File: config.mk
export PLATFORM = sky130hd
export DESIGN_NAME = sipo_framer
export DESIGN_NICKNAME = d
export VERILOG_FILES = /design/src/rtl/sipo_framer.sv
export SDC_FILE = /design/constraint.sdc
export NUM_CORES = 1
export LEC_CHECK = 0
export ABC_CLOCK_PERIOD_IN_PS = 4700
export BUFFER_PORTS_ARGS = -buffer_cell sky130_fd_sc_hd__clkbuf_2
export CORE_ASPECT_RATIO = 0.8
export CORE_MARGIN = 2
export CORE_UTILIZATION = 50
export CTS_BUF_LIST = sky130_fd_sc_hd__clkbuf_8
export DETAILED_ROUTE_END_ITERATION = 12
export GPL_TIMING_DRIVEN = 0
export MAX_ROUTING_LAYER = met4
export PLACE_DENSITY = 0.74
export SYNTH_ARGS = -nofsm -noshare
export SYNTH_HDL_FRONTEND = slang
export SYNTH_SLANG_ARGS = --single-unit
File: constraint.sdc
create_clock -name clk_in -period 4.7 [get_ports clk_in]
set_input_delay 0.47 -clock clk_in [delete_from_list [all_inputs] [get_ports clk_in]]
set_output_delay 0.47 -clock clk_in [all_outputs]
set_load 0.01 [all_outputs]
File: src/rtl/sipo_framer.sv
// sipo_framer: MSB-first serial-to-parallel receiver with a valid/ready output word register.
// Define SIPO_FRAMER_PARITY_EN to append one even-parity bit per frame and report mismatches.
module sipo_framer #(
   parameter int SIZE = 8
) (
   input  logic            clk_in,
   input  logic            reset_n_in,
   input  logic            data_in,
   input  logic            frame_in,
   input  logic            ready_in,
   input  logic            clear_in,
   output logic [SIZE-1:0] r_data_out,
   output logic            r_valid_out,
   output logic            r_busy_out,
   output logic            r_abort_out,
   output logic            r_overrun_out,
   output logic            r_parity_err_out
);

`ifdef SIPO_FRAMER_PARITY_EN
   localparam int FRAME_BITS = SIZE + 1;
`else
   localparam int FRAME_BITS = SIZE;
`endif
   localparam int CW = $clog2(FRAME_BITS + 1);

   localparam logic [0:0] ST_IDLE  = 1'b0;
   localparam logic [0:0] ST_SHIFT = 1'b1;

   logic [0:0]            state_q, state_d;
   logic [CW-1:0]         count_q, count_d;
   logic [FRAME_BITS-1:0] shift_q, shift_d, shift_in;
   logic                  complete;
   logic                  abort;
   logic [SIZE-1:0]       word;
   logic                  word_perr;

   // shift_in already contains this cycle's bit, so a completing word is taken from it directly
   assign shift_in = {shift_q[FRAME_BITS-2:0], data_in};

`ifdef SIPO_FRAMER_PARITY_EN
   assign word      = shift_in[FRAME_BITS-1:1];
   assign word_perr = ^shift_in;
`else
   assign word      = shift_in;
   assign word_perr = 1'b0;
`endif

   always_comb begin
      state_d  = state_q;
      count_d  = count_q;
      shift_d  = shift_q;
      complete = 1'b0;
      abort    = 1'b0;
      if (frame_in) begin
         shift_d = shift_in;
         if (count_q == CW'(FRAME_BITS - 1)) begin
            complete = 1'b1;
            count_d  = '0;
            state_d  = ST_IDLE;
         end else begin
            count_d = count_q + CW'(1);
            state_d = ST_SHIFT;
         end
      end else begin
         abort   = (state_q == ST_SHIFT);
         count_d = '0;
         shift_d = '0;
         state_d = ST_IDLE;
      end
   end

   always_ff @(posedge clk_in or negedge reset_n_in) begin
      if (!reset_n_in) begin
         state_q          <= ST_IDLE;
         count_q          <= '0;
         shift_q          <= '0;
         r_data_out       <= '0;
         r_valid_out      <= 1'b0;
         r_busy_out       <= 1'b0;
         r_abort_out      <= 1'b0;
         r_overrun_out    <= 1'b0;
         r_parity_err_out <= 1'b0;
      end else begin
         state_q     <= state_d;
         count_q     <= count_d;
         shift_q     <= shift_d;
         r_busy_out  <= (count_d != '0);
         r_abort_out <= abort;

         if (clear_in)
            r_overrun_out <= 1'b0;

         // a new overrun is assigned after the clear so that it wins
         if (complete) begin
            if (!r_valid_out || ready_in) begin
               r_data_out       <= word;
               r_valid_out      <= 1'b1;
               r_parity_err_out <= word_perr;
            end else begin
               r_overrun_out <= 1'b1;
            end
         end else if (r_valid_out && ready_in) begin
            r_valid_out <= 1'b0;
         end
      end
   end

endmodule

==> impl_metrics.yaml <==
setup_path:
  timing.critical_path.buf_inv: 1
  crit_cells: 5
  crit_arrival_ps: 1750
  rr_startpoint: "count_q[0]$_DFF_PN0_"
  r2r_cells: 5
  cp-end-kind: "register"
  cp_top_family: "flip-flops"
  critical-path-max-stage-delay_ps: 420
  required_ps: 4860
  startpoint_type: "register"
  critPathCapture: "r_data_out[2]$_DFFE_PN0P_"
  path_cells: "ha_1, nand4b_2, nor2b_2, buf_6, mux2_4"
  path_class: "reg2reg"
  timing.rr.end: "r_data_out[2]$_DFFE_PN0P_"
  crit_start: "count_q[0]$_DFF_PN0_"
  cp_slowest_cell: "dfrtp_1"
  cp_max_fo: 8
  ff2ff_setup_slack_ps: 3110
placement:
  post-dp-hpwl_um: 885.8
  port_buffers: 17
  place_inst: 108
  gp_congestion: 0.7166
clocking:
  clock_sinks: 24
  insertion_delay_ps: 270
  cts.clk_slew.worst_paths_ps: 80
  cts_tree: "built"
  htreeDepth: 1
  cts_setup_buffers: 0
  holdBufCountCts: 0
  cts_resized: 0
  clk_path_buf_depth: 2
  cts_inserted_buffers: 3
  clockRootBuffer: "clkbuf_8"
die:
  die-area_mm2: 0.002250
  core_area_mm2: 0.001822
  die_y_um: 42.83
  io_pins: 19
  start_util: 0.5172
  dieWidth_um: 52.53
  rows: 14
global_route:
  grt_max_degree: 25
  use_met2: 0.2300
  met3_usage: 0.06338
  grt.busiest_layer: "met2"
  use_met1: 0.1831
  first_global_vias: 547
  grt.overflow.total: 0
  grt_usage: 0.1602
  antenna_found_initial: 0
  grt_pass1_wl_um: 2359
timing:
  rsz0062_at_grt: "no"
  maxSlewViolCount: 0
  hold_viol: 0
  timing.hold.ws_ps: 183.2
  setup_tns_ps: 0
  relSlewSlack: 0.6202
  tightest_slew_ps: 569.7
  clock_skew_ps: 4.883
  fmax_mhz: 628.7
  post-route-period-util: 0.3384
  fin_crit_ps: 1591
  setup_violations: 0
drt:
  antenna_left: 0
  drt_iter0_markers: 2
  via_per_inst: 4.804
  drc: 0
  first_pass_iters: 2
  wl_per_cell_um: 11.68
  num_vias: 538
  drt_wl_total_um: 1308
synth:
  synth_top_area_cell: "dfrtp_1"
  yosysUniqueCellTypes: 22
  ys_seq_area_frac: 0.6375
  synthTopCellsByArea: "dfrtp_1 (64%), mux2_4 (13%), and2_1 (4.6%)"
  syn_nets: 74
  synthesis.area_um2: 942.2
  ys_dominant_reg_cell: "dfrtp_1"
  yosysWarnings: 0
  synth_edf_count: 0
  synth_commonest_cells: "dfrtp_1 (24), mux2_4 (8), and2_1 (7)"
  synth_top_cell_area_share: 0.6375
  ys_ff_latch: 24
  syn_area_per_cell_um2: 14.06
  syn_inst: 67
  yosysMostFrequentCell: "dfrtp_1"
  async_flop_share: 1.000
final_layout:
  postLayoutCoreUtil: 0.6106
  drive_gt1_frac: 0.3750
  area_delta_synth_final_pct: 18.06
  diodes: 0
  layout.nets: 96
  fin_cells: 112
power_and_ir_drop:
  vdd_drop_max_v: 0.0002838
  p_per_area_mw_per_mm2: 341.6
  p_leak_uw: 0.0005933
run_status:
  status: "finished clean"
worst_hold_path:
  hold_class: "in2async"
job:
  drv_cap: 0
==> kinds of logic (layout without fill, tap and decap cells) <==
group / count (synthesis) / after routing / synth area share
flops: 24 / 24 / 0.6375
buf+inv: 6 / 27 / 0.03585
mux: 9 / 9 / 0.1381
xor+xnor: 1 / 1 / 0.009298
other cells: 1 / 1 / 0.003980
compound gates: 4 / 4 / 0.03056
fa+ha+maj: 1 / 1 / 0.01328
simple gates: 21 / 21 / 0.1315
==> through the flow <==
stage                     setup slack, ps  area, um^2  total power [uW]
after floorplan                      3219       942.2             235.2
after global routing                 2984        1112             397.0
after global placement               3114        1057             246.2
final                                3109        1112             379.9
after CTS                            3079        1112             385.2
after detailed placement             3092        1057             247.1
==> per-layer routing <==
metal  wire (um)  share of wire
met1         636           0.49
met2         557           0.43
met3          72          0.055
met4          41          0.031
met5           0              0
==> state kept, by name, indices dropped and copies added, names as in the netlist <==
name and flops:
r_data_out 8, shift_q 7, count_q 4, r_abort_out 1, r_busy_out 1, r_overrun_out 1
r_valid_out 1, state_q 1
==> layout by cell type (no fill, tap or decap) <==
master	count
and2_1	7
o21a_1	1
nand2b_1	1
nand4b_2	1
o22ai_1	1
nand3_1	1
nand2_1	2
xnor2_1	1
nor2_1	5
mux2i_1	1
clkbuf_1	1
buf_6	1
clkbuf_2	17
dfrtp_1	24
clkbuf_8	4
buf_4	1
ha_1	1
inv_1	3
o2bb2ai_1	1
mux2_4	8
nor2b_2	1
conb_1	1
a31oi_1	1
nor2b_1	3
==> area by class of cell <==
class | count | area, um^2
inverters | 3 | 11.26
flip-flops and latches | 24 | 600.6
plain buffers | 3 | 22.52
repair buffers | 17 | 85.08
well taps | 24 | 30.03
clock buffers | 4 | 55.05
multi-input cells | 37 | 307.8
fillers | 157 | 709.4
==> report_power, final <==
part | internal, uW | total (uW) | switching (uW)
Clock | 74.8 | 138 | 62.9
Sequential | 213 | 217 | 4.13
Combinational | 11.4 | 25.0 | 13.6
==> worst min-delay path by stage <==
| stage | from | endpoint | slack, ps |
|---|---|---|---|
| floorplan | reset_n_in | count_q[0]$_DFF_PN0_ | 170 |
| global placement | state_q$_DFF_PN0_ | r_abort_out$_DFF_PN0_ | 450 |
| detailed placement | state_q$_DFF_PN0_ | r_abort_out$_DFF_PN0_ | 460 |
| CTS | reset_n_in | r_data_out[6]$_DFFE_PN0P_ | 210 |
| global route | reset_n_in | r_data_out[7]$_DFFE_PN0P_ | 230 |
| finish | reset_n_in | r_data_out[6]$_DFFE_PN0P_ | 180 |
Note: power is estimated with default switching activity, not from simulation.
